[src/rtl/keypad_scan4x4_if.sv]
// keypad_scan4x4_if: keypad matrix lines and decoded-key outputs; key_seg exists only with KEYPAD_SEG_EN
interface keypad_scan4x4_if;
  logic [3:0] row_n;
  logic [3:0] col_n;
  logic [3:0] key_code;
  logic key_valid;
  logic key_held;
`ifdef KEYPAD_SEG_EN
  logic [6:0] key_seg;
  modport master(output row_n, key_code, key_valid, key_held, key_seg, input col_n);
  modport slave(input row_n, key_code, key_valid, key_held, key_seg, output col_n);
`else
  modport master(output row_n, key_code, key_valid, key_held, input col_n);
  modport slave(input row_n, key_code, key_valid, key_held, output col_n);
`endif
endinterface

[src/rtl/keypad_scan4x4.sv]
// keypad_scan4x4: 4x4 matrix keypad scanner with ghost rejection and frame-level debounce.
// Optional macro KEYPAD_SEG_EN adds the key_seg active-low hex glyph output.
module keypad_scan4x4 #(
  parameter int SCAN_DIV_BITS = 16,
  parameter int DEBOUNCE_SCANS = 4
) (
  input logic clock,
  input logic reset_n,
  keypad_scan4x4_if.master kp
);
  localparam logic [4:0] NONE = 5'h10;
`ifdef KEYPAD_SEG_EN
  localparam logic [6:0] GLYPH [16] = '{
    7'b0000001, 7'b1001111, 7'b0010010, 7'b0000110,
    7'b1001100, 7'b0100100, 7'b0100000, 7'b0001111,
    7'b0000000, 7'b0000100, 7'b0001000, 7'b1100000,
    7'b0110001, 7'b1000010, 7'b0110000, 7'b0111000
  };
`endif
  logic [SCAN_DIV_BITS-1:0] presc;
  logic [1:0] row_idx;
  logic [3:0] c1, c2;
  logic [15:0] map, full;
  logic [4:0] res, cand, stable, stable_nx;
  logic [3:0] cnt, cnt_nx;
  logic samp, frame_end;
  assign samp = &presc;
  assign frame_end = samp && row_idx == 2'd3;
  assign full = map | ({12'b0, ~c2} << {row_idx, 2'b00});
  // exactly one bit set yields its index; none or several (ghosting) yields NONE
  always_comb begin
    res = NONE;
    for (int i = 0; i < 16; i++)
      if (full == (16'b1 << i)) res = 5'(i);
  end
  always_comb begin
    cnt_nx = (res == cand) ? ((cnt == 4'hf) ? cnt : cnt + 4'd1) : 4'd1;
    stable_nx = (cnt_nx == 4'(DEBOUNCE_SCANS) && res != stable) ? res : stable;
  end
  always_ff @(posedge clock or negedge reset_n)
    if (!reset_n) begin
      c1 <= 4'hf;
      c2 <= 4'hf;
      presc <= '0;
      row_idx <= 2'd0;
      kp.row_n <= 4'b1110;
      map <= '0;
      cand <= NONE;
      stable <= NONE;
      cnt <= 4'd0;
      kp.key_code <= 4'd0;
      kp.key_valid <= 1'b0;
      kp.key_held <= 1'b0;
`ifdef KEYPAD_SEG_EN
      kp.key_seg <= 7'b0000001;
`endif
    end else begin
      c1 <= kp.col_n;
      c2 <= c1;
      presc <= presc + SCAN_DIV_BITS'(1);
      kp.key_valid <= 1'b0;
      if (samp) begin
        row_idx <= row_idx + 2'd1;
        kp.row_n <= ~(4'b1 << (row_idx + 2'd1));
        map <= frame_end ? '0 : full;
      end
      if (frame_end) begin
        cand <= res;
        cnt <= cnt_nx;
        stable <= stable_nx;
        if (stable_nx != stable) begin
          kp.key_held <= !stable_nx[4];
          kp.key_valid <= !stable_nx[4];
          if (!stable_nx[4]) kp.key_code <= stable_nx[3:0];
`ifdef KEYPAD_SEG_EN
          kp.key_seg <= stable_nx[4] ? 7'b1111111 : GLYPH[stable_nx[3:0]];
`endif
        end
      end
    end
endmodule
[src/flat_wrapper.sv]
// flat-port wrapper written by rule: the top's interface ports become plain ports
module keypad_scan4x4_flat 
#(
  parameter int SCAN_DIV_BITS = 16,
  parameter int DEBOUNCE_SCANS = 4
)
  (clock, reset_n, kp_row_n, kp_key_code, kp_key_valid, kp_key_held, kp_col_n);
  keypad_scan4x4_if kp_i ();
  input logic clock;
  input logic reset_n;
  output wire logic [$bits(kp_i.row_n)-1:0] kp_row_n;
  output wire logic [$bits(kp_i.key_code)-1:0] kp_key_code;
  output wire logic [$bits(kp_i.key_valid)-1:0] kp_key_valid;
  output wire logic [$bits(kp_i.key_held)-1:0] kp_key_held;
  input wire logic [$bits(kp_i.col_n)-1:0] kp_col_n;
  assign kp_row_n = kp_i.row_n;
  assign kp_key_code = kp_i.key_code;
  assign kp_key_valid = kp_i.key_valid;
  assign kp_key_held = kp_i.key_held;
  assign kp_i.col_n = kp_col_n;
  keypad_scan4x4 #(.SCAN_DIV_BITS(SCAN_DIV_BITS), .DEBOUNCE_SCANS(DEBOUNCE_SCANS)) u_core (.clock(clock), .reset_n(reset_n), .kp(kp_i));
endmodule
[config.mk]
export PLATFORM = sky130hd
export DESIGN_NAME = keypad_scan4x4_flat
export DESIGN_NICKNAME = d
export VERILOG_FILES = /design/src/rtl/keypad_scan4x4_if.sv /design/src/rtl/keypad_scan4x4.sv /design/src/flat_wrapper.sv
export SDC_FILE = /design/constraint.sdc
export NUM_CORES = 1
export LEC_CHECK = 0
export CORE_MARGIN = 3
export CORE_UTILIZATION = 61
export CTS_CLUSTER_DIAMETER = 50
export DETAILED_ROUTE_END_ITERATION = 8
export PLACE_DENSITY = 0.8
export SLEW_MARGIN = 5
export SYNTH_ARGS = -nofsm -noshare
export SYNTH_HDL_FRONTEND = slang
export SYNTH_SLANG_ARGS = --single-unit
[constraint.sdc]
create_clock -name clock -period 4.1 [get_ports clock]
set_clock_uncertainty 0.15 [all_clocks]
set_input_delay 1.23 -clock clock [delete_from_list [all_inputs] [get_ports clock]]
set_output_delay 1.23 -clock clock [all_outputs]
set_load 0.005 [all_outputs]
Word-level counts from Yosys, hierarchy flattened. Cells that the tools add are included. W data, S select, Z words.

ROM bits: 0. Latch bits: 0. Memory bits (writable): 0. Output and inout bits: 10. Register bits: 66. Memories: 0.

Shift-type cells: 2. $add $sub $neg: 3. Equal/unequal tests: 22. Bitwise operators: 4. $mul: 0. $lt $le $gt $ge: 0. Mux-type cells: 22. Divide/modulo/power cells: 0. Reductions and logical operators: 6.

Operators with widths (count): $mux W5 (17); $add A16 B1 Y16 const B (1); $eq A16 B1 Y1 const B (1); $eq A16 B10 Y1 const B (1); $eq A16 B11 Y1 const B (1); $eq A16 B12 Y1 const B (1); $eq A16 B13 Y1 const B (1); $eq A16 B14 Y1 const B (1); $eq A16 B15 Y1 const B (1); $eq A16 B16 Y1 const B (1); $eq A16 B2 Y1 const B (1); $eq A16 B3 Y1 const B (1); $eq A16 B4 Y1 const B (1); $eq A16 B5 Y1 const B (1); $eq A16 B6 Y1 const B (1); $eq A16 B7 Y1 const B (1); $eq A16 B8 Y1 const B (1); $eq A16 B9 Y1 const B (1); $mux W16 (1); $or A16 B16 Y16 (1); $reduce_and A16 Y1 (1); $shl A4 B4 Y16 (1); $ne A5 B5 Y1 (2); $mux W4 (2); 14 further kinds (17).

Depth between registers and ports, before layout. Gate-level depths: netlist (run 1).

Word-level depth: 28. Mapped depth: 11. Depth with buffers taken out: 9.

Worst setup path before layout (run 1). No wires, ideal clock.

Path kind: flip-flop to flip-flop. Start: reg u_core.c2[3]. End: reg u_core.kp.key_held. Required time: 3825 ps. Slack: 1014 ps. Arrival time: 2811 ps. Clock period less this slack: 3086 ps. Stages on the path, launching flop included: 11. Path buffers: 1. Cells stage by stage: dfstp_2 -> buf_4 -> nand2_4 -> a211o_4 -> nor4_4 -> a21boi_1 -> o41ai_1 -> a211oi_4 -> nand4_4 -> a311oi_4 -> mux2_4.

Cells in the longest elaborated chain, start to end: 27. Elaborated cells on any way between the ends: 44. Those cells by class: eq/ne (20); shift (1); mux (18); bitwise (2); reduce/logical (3).

RTL lines: start: declaration (line keypad_scan4x4.sv:22) `logic [3:0] c1, c2;`; start signal: assignment (line keypad_scan4x4.sv:43) `c2 <= 4'hf;`; start signal: assignment (line keypad_scan4x4.sv:59) `c2 <= c1;`; $not A4 Y4 * (line keypad_scan4x4.sv:29) `assign full = map | ({12'b0, ~c2} << {row_idx, 2'b00});`; $shl A4 B4 Y16 * (line keypad_scan4x4.sv:29); $or A16 B16 Y16 * (line keypad_scan4x4.sv:29); $eq A16 B1 Y1 (line keypad_scan4x4.sv:34) `if (full == (16'b1 << i)) res = 5'(i);`; $mux W5 (15 in series) (line keypad_scan4x4.sv:34); $mux W5 * (line keypad_scan4x4.sv:34); $eq A5 B5 Y1 (line keypad_scan4x4.sv:37) `cnt_nx = (res == cand) ? ((cnt == 4'hf) ? cnt : cnt + 4'd1) : 4'd1;`; $mux W4 (line keypad_scan4x4.sv:37); $eq A4 B3 Y1 (line keypad_scan4x4.sv:38) `stable_nx = (cnt_nx == 4'(DEBOUNCE_SCANS) && res != stable) ? res : stable;`; $logic_and A1 B1 Y1 (line keypad_scan4x4.sv:38); $mux W5 * (line keypad_scan4x4.sv:38); $ne A5 B5 Y1 (line keypad_scan4x4.sv:71) `if (stable_nx != stable) begin`; $reduce_and A2 Y1 (no line); end signal: assignment (line keypad_scan4x4.sv:72) `kp.key_held <= !stable_nx[4];`; end: declaration (line keypad_scan4x4_if.sv:13) `modport master(output row_n, key_code, key_valid, key_held, input col_n);`.

Mark *: on every way between the ends. The rest lies on a longest branch, timed or not. A chain may end at the register's enable or synchronous reset.

Worst setup path after layout (run 1).
Start: reg u_core.row_idx[0]. End: reg u_core.stable[1].

Cells in the longest elaborated chain, start to end: 24. Elaborated cells on any way between the ends: 42. Those cells by class: eq/ne (20); shift (1); mux (18); bitwise (1); reduce/logical (2).

RTL lines: start: declaration (line keypad_scan4x4.sv:21) `logic [1:0] row_idx;`; start signal: assignment (line keypad_scan4x4.sv:63) `row_idx <= row_idx + 2'd1;`; $shl A4 B4 Y16 (line keypad_scan4x4.sv:29); $or A16 B16 Y16 (line keypad_scan4x4.sv:29); $eq A16 B1 Y1 (line keypad_scan4x4.sv:34); $mux W5 (16 in series) (line keypad_scan4x4.sv:34); $eq A5 B5 Y1 (line keypad_scan4x4.sv:37); $mux W4 (line keypad_scan4x4.sv:37); $eq A4 B3 Y1 (line keypad_scan4x4.sv:38); $logic_and A1 B1 Y1 (line keypad_scan4x4.sv:38); $mux W5 (line keypad_scan4x4.sv:38); end signal: assignment (line keypad_scan4x4.sv:70) `stable <= stable_nx;`; end: declaration (line keypad_scan4x4.sv:24) `logic [4:0] res, cand, stable, stable_nx;`.

Parallel ways exist; a longest one is shown, timed or not.

==> run metrics, run 1 <==
status=complete, no violations; Reg-to-Reg Start=u_core.row_idx[0]; Leak=1.83 nW; effective utilization at floorplan=64.7%; Arr. time, crit path=3.77 ns; Post-synth EDFFs=0; CTS resizes=0; Final HPWL DP=6360 um; mean routed wirelength per cell=17.5 um; total count of max-transition violations in the final report=0; GPL Wtd Cong=1.02; ys async rst share=100%; Area Overhead vs Synth=10.4%; die area=0.00747 mm^2; Worst Setup Path Type=reg -> reg; initial antenna violation count=0; Clock Pin Slew Worst Setup and Hold Paths=0.07 ns; Setup TNS=0 ns; most frequent CP cell=a21oi_1; final WL=8800 um; clock latency on the worst-skew pair=0.35 ns; syn_nets=416; Post-CTS Setup Repair Bufs=0; relative slew slack=52.1%; final worst path period need=3.70 ns; row count=28; clk sink count=66; number of remaining DRC errors=0; Yosys warning total=0; Worst Path Buf+Inv=0; Crit. End Element=flop; Post-CTS Hold Fix Bufs=0; die width=86.4 um; final period utilization=90.2%; CP Max Fanout=19; CTS H-tree depth=3; CP Launch Point=u_core.row_idx[0]; WP data required=4.17 ns; Initial DRC Count=400; Power per Cell Area=306 mW/mm^2; first-pass GRT wire length=15300 um; unrepaired setup endpoints after global routing=no; Hold Startpoint=u_core.c1[2]; share of cells above drive strength 1=15.4%; gr usage total=26.1%; final setup fails=0; top cells by area, synth=dfrtp_1 (34%), dfstp_2 (8.7%), nor2_1 (4.1%), xnor2_1 (3.8%), a21oi_1 (3.3%); Slowest-stage cell, CP=dfrtp_1; Seq cells post-synth=66; routed vias/inst=6.29; Switching Power=0.000308 W; maximum VDD drop=0.229 mV; Critical Path Source Type=flop; total clock buffers created by CTS=9; worst-margin pin slew=0.718 ns; Syn Std Cell Area=0.00395 mm^2; sequential share of the synthesized area=42.3%; number of cells produced by synthesis=404; core area=0.00610 mm^2; Comb power frac=4.5%; nets@finish=435; post-synth top area cell=dfrtp_1; Clk pwr share=45.4%; number of global-route vias before repair=3123; Clock Path Buffers=2; Tot Pwr=0.00133 W; Pint=0.00102 W; port bufs=15; gr ovfl total=0; drt pass-1 iters=5; number of antenna-violating nets in the routed design=0; Max Clk Rate=270 MHz; n_diodes=0; Primary FF master, synth=dfrtp_1; via count=3165; cell family with most CP delay=compound AO/OA/AOI/OAI gates; Seq pwr share=50.1%; switch share=23.2%; final hold vios=0; largest net degree at the start of global routing=47; CP peak stage delay=0.81 ns; Hold Path Class=reg -> reg; Syn Area/Cell=9.77 um^2; crit-path cells=nor2b_1 > a21oi_1 > o2111ai_1 > nor2_1 > a21oi_1 > nand3_1 > xnor2_1 > a311oi_4 > mux2_4; IO Pins=16; CTS tree=yes; total of max-cap violations=0; die height=86.4 um; Root Buffer=clkbuf_8; Synth top area share=33.6%; library cells used by synthesis=83
synthesized netlist by cell type, types with 4 or more instances:
cell	instances
dfrtp_1	53
inv_1	23
xor2_1	4
mux2i_1	6
dfstp_2	13
a211oi_1	4
nand3_1	13
o21ai_0	20
nand2b_1	5
nand2_1	24
a21boi_1	4
o221ai_1	4
xnor2_1	17
nor2_1	43
ha_1	6
o21a_1	4
and2_1	6
nand4_1	9
or3_1	7
a31oi_1	4
a21oi_1	26
nor3_1	10
worst paths after layout:
path | end | slack (ns) | depth (start not counted)
worst max-delay path | u_core.stable[1] | 0.40 | 9
worst min-delay path | u_core.c2[2] | 0.21 | 0
worst max register to register | u_core.stable[1] | 0.40 | 9
worst min register to register | u_core.c2[2] | 0.21 | 0
max in group asynchronous | u_core.c2[3] | 2.20 | 2
min in group asynchronous | u_core.map[4] | 0.67 | 1
through the flow:
step	util (%)	hold WS [ns]	instances	setup WS [ns]	cell area (um^2)
6_report	71.5	0.207	503	0.403	4360
5_1_grt	71.5	0.217	503	0.0943	4360
4_1_cts	71.5	0.208	503	0.444	4360
3_5_place_dp	67.9	0.197	487	0.456	4140
3_3_place_gp	67.9	0.197	487	0.552	4140
2_1_floorplan	-	0.195	404	1.01	3950
power groups by stage:
| stage | combinational [W] | clock, W | sequential, W |
|---|---|---|---|
| after global routing | 0.0000675 | 0.000638 | 0.000668 |
| after CTS | 0.0000604 | 0.000614 | 0.000667 |
| after global placement | 0.0000590 | 0 | 0.000679 |
| after detailed placement | 0.0000603 | 0 | 0.000679 |
| final | 0.0000598 | 0.000605 | 0.000668 |
| after floorplan | 0.0000418 | 0 | 0.000672 |
final cells by class:
type | count | area (um^2)
multi-input cells | 303 | 2110
clock inverters | 6 | 90.1
well taps | 75 | 93.8
flip-flops and latches | 66 | 1670
repair buffers | 20 | 183
fillers | 455 | 1740
clock buffers | 10 | 128
inverters | 23 | 86.3
layer usage:
metal	global-route usage [%]	vias up	part of all wire, %
met2	39.8	136	46
met5	0	-	0
li1	-	1515	-
met3	5.13	19	6.8
met4	11.5	0	1.5
met1	36.2	1495	45
flip-flops by register name, summed over array words and instances, names as in the netlist:
register and count:
u_core.kp.key_code 4, u_core.row_idx 2, u_core.map 16, u_core.cand 5, u_core.kp.key_valid 1, u_core.cnt 4, u_core.stable 5, u_core.presc 16
u_core.kp.key_held 1, u_core.c1 4, u_core.kp.row_n 4, u_core.c2 4
placed cells by master (no fill, tap or decap), types with 4 or more instances in the layout:
master and n:
clkdlybuf4s50_1 14, nor3_1 10, nand2_1 24, o221ai_1 4, nand3_1 13, a31oi_1 4, a21oi_1 26, buf_4 5
o21ai_0 20, a21boi_1 4, xor2_1 4, dfrtp_1 53, dfstp_2 13, o21a_1 4, clkbuf_8 9, nor2_1 43
or3_1 7, xnor2_1 17, a211oi_1 4, ha_1 6, inv_1 23, mux2i_1 6, and2_1 6, nand2b_1 5
nand4_1 9
kinds of logic (layout without fill, tap and decap cells):
| kind of cell | after synthesis | count (layout) | synth area share (%) |
|---|---|---|---|
| DFF | 66 | 66 | 42.3 |
| xor gates and xnor gates | 21 | 21 | 4.66 |
| adders and majority gates | 6 | 6 | 1.90 |
| and+or+nand+nor | 158 | 158 | 23.8 |
| buffers and inverters | 35 | 59 | 4.28 |
| AOI/OAI and AO/OA | 109 | 109 | 20.5 |
| muxes | 9 | 9 | 2.57 |
(Power assumes the default switching activity.)
==> run 2: changes to the inputs <==
clock period = 3.7 ns   (was 4.1 ns; I/O delays follow)
==> run 2 against run 1 <==
  * Utilization increased by 0.082 points
  * Setup slack got worse by 0.23 ns
  * Wire length fell by 1.5%
  * Cell area rose by 0.11%
  * Sequential share of layout area about the same
  * Global-route usage down 0.78 points
  * Via count is 1.3% higher
  * Clock power is 2% higher
  * Combinational power increased by 16%
  * First-iteration DRC count increased by 2.3%
  * Largest power group unchanged
==> run metrics, run 2 (synthesis gave the netlist of run 1 again) <==
Initial DRC Count=409 (+2.3%); CP Max Fanout=12 (-7); Switching Power=0.000325 W (+5.4%); clk sink count=66 (unchanged); via count=3206 (+1.3%); met2 Use GR=37.7% (-2.2 points); GPL Wtd Cong=0.958 (-5.7%); Max Clk Rate=284 MHz (+4.8%); Final HPWL DP=6220 um (-2.3%); routed vias/inst=6.37 (+1.3%); Leak=1.82 nW (-0.33%); commonest non-fill, non-tap cell in the layout=dfrtp_1; switch share=22.8% (-0.37 points); Area Overhead vs Synth=10.6%; Clock Pin Slew Worst Setup and Hold Paths=0.07 ns (about the same); nets@finish=435 (unchanged); n_diodes=0 (unchanged); Root Buffer=clkbuf_8; met1 Track Usage GR=35.7% (-0.54 points); CTS H-tree depth=3 (unchanged); final hold vios=0 (unchanged); gr ovfl total=0 (unchanged); die width=86.4 um (unchanged); unrepaired setup endpoints after global routing=no; Hold Path Class=reg -> reg; total clock buffers created by CTS=9 (unchanged); mean routed wirelength per cell=17.2 um (-1.5%); worst hold path endpoint=u_core.c2[0]; Fillers=448 (-1.5%); port bufs=15 (unchanged); effective utilization at floorplan=64.7% (unchanged); final setup fails=0 (unchanged); Worst R2R End=u_core.stable[1]; number of remaining DRC errors=0 (unchanged); drt pass-1 iters=5 (unchanged); maximum VDD drop=0.345 mV (+51%); Reg2Reg Depth=9 (unchanged); Worst Setup Path Type=reg -> reg; most used routing layer=met2; status=complete, no violations; final period utilization=95.3% (+5.1 points); Clk pwr share=43.3% (-2.1 points); row count=28 (unchanged); final worst path period need=3.53 ns (-0.171 ns); largest net degree at the start of global routing=40 (-15%); Seq pwr share=51.9% (+1.8 points); met3 usage=5.99% (+0.86 points); worst-margin pin slew=0.644 ns (-0.0746 ns); die area=0.00747 mm^2 (unchanged); initial antenna violation count=0 (unchanged); number of global-route vias before repair=3110 (-0.42%); WP data required=3.77 ns (-0.40 ns); IO Pins=16 (unchanged); core area=0.00610 mm^2 (unchanged); WHS=0.206 ns (-0.00126 ns); Pint=0.00110 W (+7.6%); Comb power frac=4.9% (+0.4 points); most frequent cells in the layout=dfrtp_1 (51), nor2_1 (43), a21oi_1 (26), nand2_1 (24), inv_1 (23); R2R Setup Slk=0.17 ns (-0.23 ns); Hold Startpoint=u_core.c1[0]; first-pass GRT wire length=14900 um (-2.5%); final WL=8670 um (-1.5%); share of cells above drive strength 1=16.1% (+0.70 points); gr usage total=25.3% (-0.78 points); Power per Cell Area=327 mW/mm^2 (+6.9%); number of antenna-violating nets in the routed design=0 (unchanged); Clock Path Buffers=2 (unchanged); total count of max-transition violations in the final report=0 (unchanged); Reg-to-Reg Start=u_core.c2[2]; Critical Path Source Type=flop; Arr. time, crit path=3.60 ns (-0.17 ns); Setup TNS=0 ns (unchanged); total of max-cap violations=0 (unchanged); hold depth=0 (unchanged); registers with the most flip-flops=u_core.map: 16 flops, u_core.presc: 16 flops; die height=86.4 um (unchanged); Crit. End Element=flop; relative slew slack=57.1% (+5.0 points); CTS tree=yes; clock latency on the worst-skew pair=0.34 ns (about the same)
==> run 2: worst max-delay path, cell delays in order, from the launching register on <==
cell and delay (ns):
dfstp_2 0.73, nand2_4 0.13, a211o_4 0.41, nor4_4 0.36, a21boi_1 0.30, o41ai_1 0.16
a211oi_4 0.22, nand4_4 0.17, a311oi_4 0.42, mux2_4 0.34
==> run 2: how the worst max path moves through the flow <==
stage | slack (ns) | cells after the start | startpoint | to
6_report | 0.17 | 9 | u_core.c2[2] | u_core.stable[1]
2_1_floorplan | 0.61 | 10 | u_core.c2[3] | u_core.kp.key_held
4_1_cts | 0.09 | 9 | u_core.row_idx[1] | u_core.stable[1]
3_3_place_gp | 0.24 | 9 | u_core.row_idx[1] | u_core.kp.key_held
5_1_grt | 0.03 | 9 | u_core.c2[2] | u_core.kp.key_held
3_5_place_dp | 0.13 | 9 | u_core.row_idx[1] | u_core.stable[1]
==> run 2: per-layer routing <==
metal | part of all wire [%] | vias up
li1 | - | 1508
met1 | 46 | 1532
met2 | 45 | 133
met3 | 6.7 | 33
met4 | 2.7 | 0
met5 | 0 | -
==> run 2: power groups by stage <==
stage                     Sequential (W)  Clock (W)  Combinational, W
after CTS                       0.000739   0.000631         0.0000693
after global routing            0.000739   0.000666         0.0000765
after detailed placement        0.000752          0         0.0000686
after floorplan                 0.000744          0         0.0000464
final                           0.000740   0.000617         0.0000692
after global placement          0.000752          0         0.0000676
==> run 2: timing repair <==
action,in CTS,in global routing
setup endpoints to repair,0,7
hold endpoints to repair,0,0
buffers inserted,0,0
hold buffers,0,0
resized for setup,0,4
==> run 2: through the flow <==
stage	setup slack (ns)	util, %	cells	total power [W]	instance area [um^2]
floorplan	0.614	-	404	0.000791	3950
global placement	0.237	68.1	487	0.000819	4150
detailed placement	0.129	68.1	487	0.000821	4150
CTS	0.0901	71.5	503	0.00144	4360
global route	0.0318	71.6	503	0.00148	4360
finish	0.174	71.6	503	0.00143	4360
==> run 2: cell type report <==
| class | instances | area [um^2] | area share, % |
|---|---|---|---|
| Clock buffer | 12 | 155 | 3.56 |
| Clock inverter | 4 | 50.0 | 1.15 |
| Inverter | 23 | 86.3 | 1.98 |
| Multi-Input combinational cell | 303 | 2110 | 48.4 |
| Sequential cell | 66 | 1670 | 38.3 |
| Tap cell | 75 | 93.8 | 2.15 |
| Timing Repair Buffer | 20 | 195 | 4.47 |
==> run 3: changes to the inputs <==
ABC_CLOCK_PERIOD_IN_PS = 4550   (was default)
CORE_UTILIZATION = 66   (was 61)
PLACE_DENSITY = 0.86   (was 0.8)
clock period = 4.55 ns   (was 3.7 ns; I/O delays follow)
==> run 3 against run 2 <==
  * First-iteration DRC count is 27% lower
  * Flip-flop and latch count stayed put
  * Wire length is 4.5% higher
  * Worst hold slack better by 0.0029 ns
  * Non-clock buffer count is 3 lower
  * Clock-buffer cell count is 2 lower
  * Final cell count is 1.2% lower
  * Largest cell class unchanged
==> run metrics, run 3 (synthesis gave the netlist of run 1 again) <==
via count=3209 (+0.094%); clk sink count=66 (unchanged); nets@finish=432 (-0.69%); Hold Startpoint=u_core.c1[2]; final WL=9050 um (+4.5%); relative slew slack=45.1% (-12 points); first-pass GRT wire length=15500 um (+3.9%); maximum VDD drop=0.280 mV (-19%); most frequent cells in the layout=dfrtp_1 (53), nor2_1 (43), a21oi_1 (26), nand2_1 (24), inv_1 (23); GPL Wtd Cong=0.990 (+3.3%); clock latency on the worst-skew pair=0.36 ns (+0.02 ns); cell family with most CP delay=compound AO/OA/AOI/OAI gates; Crit. End Element=flop; number of antenna-violating nets in the routed design=0 (unchanged); CTS H-tree depth=3 (unchanged); Root Buffer=clkbuf_8; gr ovfl total=0 (unchanged); CTS tree=yes; Clock Path Buffers=2 (unchanged); total count of max-transition violations in the final report=0 (unchanged); gr usage total=28.0% (+2.7 points); Initial DRC Count=299 (-27%); Hold Path Class=reg -> reg; Reg-to-Reg Start=u_core.row_idx[1]; Critical Path Source Type=flop; CTS resizes=0 (unchanged); IO Pins=16 (unchanged); registers with the most flip-flops=u_core.map: 16 flops, u_core.presc: 16 flops; core area=0.00564 mm^2 (-7.5%); die area=0.00694 mm^2 (-7.1%); Worst Setup Path Type=reg -> reg; worst hold path endpoint=u_core.c2[2]; effective utilization at floorplan=69.9% (+5.2 points); routed vias/inst=6.46 (+1.3%); hold depth=0 (unchanged); CP peak stage delay=0.83 ns (+0.10 ns); Post-CTS Setup Repair Bufs=0 (unchanged); die height=83.3 um (-3.6%); Power per Cell Area=271 mW/mm^2 (-17%); Leak=1.81 nW (-0.80%); share of cells above drive strength 1=15.1% (-1.1 points); Worst Path Buf+Inv=0 (unchanged); number of global-route vias before repair=3170 (+1.9%); final setup fails=0 (unchanged); largest net degree at the start of global routing=41 (+2.5%); CP Max Fanout=25 (+13); drt pass-1 iters=5 (unchanged); number of remaining DRC errors=0 (unchanged); final period utilization=85.1% (-10 points); final hold vios=0 (unchanged); mean routed wirelength per cell=18.2 um (+5.8%); Max Clk Rate=258 MHz (-9.0%); total of max-cap violations=0 (unchanged); Slowest-stage cell, CP=dfrtp_1; crit-path cells=nor2b_1 > a211o_4 > nor4_4 > a21boi_1 > o41ai_1 > a211oi_4 > nand4_4 > a311oi_4 > mux2_4; initial antenna violation count=0 (unchanged); Setup TNS=0 ns (unchanged); port bufs=15 (unchanged); Tot Pwr=0.00117 W (-18%); Area Overhead vs Synth=9.38%; unrepaired setup endpoints after global routing=no; row count=27 (-3.6%); worst-margin pin slew=0.823 ns (+0.180 ns); commonest non-fill, non-tap cell in the layout=dfrtp_1; Post-CTS Hold Fix Bufs=0 (unchanged); Clock Pin Slew Worst Setup and Hold Paths=0.08 ns (about the same); Reg2Reg Depth=9 (unchanged); status=complete, no violations; Worst R2R End=u_core.stable[1]; R2R Setup Slk=0.68 ns (+0.50 ns); total clock buffers created by CTS=9 (unchanged); final worst path period need=3.87 ns (+0.347 ns); Final HPWL DP=6420 um (+3.2%); n_diodes=0 (unchanged); die width=83.3 um (-3.6%); Arr. time, crit path=3.97 ns (+0.37 ns); WP data required=4.65 ns (+0.88 ns)
run 3: cell type report:
| cell class | instances | area (um^2) |
|---|---|---|
| multi-input cells | 303 | 2110 |
| flip-flops and latches | 66 | 1670 |
| fillers | 398 | 1330 |
| repair buffers | 17 | 160 |
| clock buffers | 10 | 138 |
| well taps | 72 | 90.1 |
| inverters | 23 | 86.3 |
| clock inverters | 6 | 65.1 |
run 3: how the worst max path moves through the flow:
stage | start | to | cells after the start
after floorplan | u_core.c2[3] | u_core.kp.key_held | 10
after global placement | u_core.row_idx[0] | u_core.stable[1] | 9
after detailed placement | u_core.row_idx[0] | u_core.stable[1] | 9
after CTS | u_core.row_idx[0] | u_core.stable[1] | 9
after global routing | u_core.row_idx[0] | u_core.stable[1] | 9
final | u_core.row_idx[1] | u_core.stable[1] | 9
run 3: worst reg2reg max path, cell delays in order (launching register included):
cell      delay (ns)
dfrtp_1         0.83
nor2b_1         0.31
a211o_4         0.44
nor4_4          0.36
a21boi_1        0.33
o41ai_1         0.16
a211oi_4        0.22
nand4_4         0.17
a311oi_4        0.46
mux2_4          0.34
run 3: power breakdown:
group          total (W)  switching [W]  leakage, nW  internal [W]
Sequential      0.000601     0.00000778        0.862      0.000593
Clock           0.000511       0.000243        0.103      0.000269
Combinational  0.0000561      0.0000374        0.845     0.0000187
run 3: stage by stage:
| step | cells | hold slack [ns] | area [um^2] | utilization (%) | setup WS (ns) |
|---|---|---|---|---|---|
| final | 497 | 0.209 | 4320 | 76.5 | 0.677 |
| after CTS | 497 | 0.209 | 4320 | 76.5 | 0.734 |
| after global routing | 497 | 0.210 | 4320 | 76.5 | 0.388 |
| after floorplan | 404 | 0.195 | 3950 | - | 1.46 |
| after detailed placement | 481 | 0.198 | 4110 | 72.9 | 0.786 |
| after global placement | 481 | 0.195 | 4110 | 72.9 | 0.932 |
run 3: per-layer routing:
metal / up-vias / GRT usage [%] / wire length [um]
li1: 1498 / - / -
met1: 1544 / 37.6 / 4010
met2: 140 / 43.7 / 4200
met3: 27 / 5.65 / 594
met4: 0 / 13.2 / 255
met5: - / 0 / 0
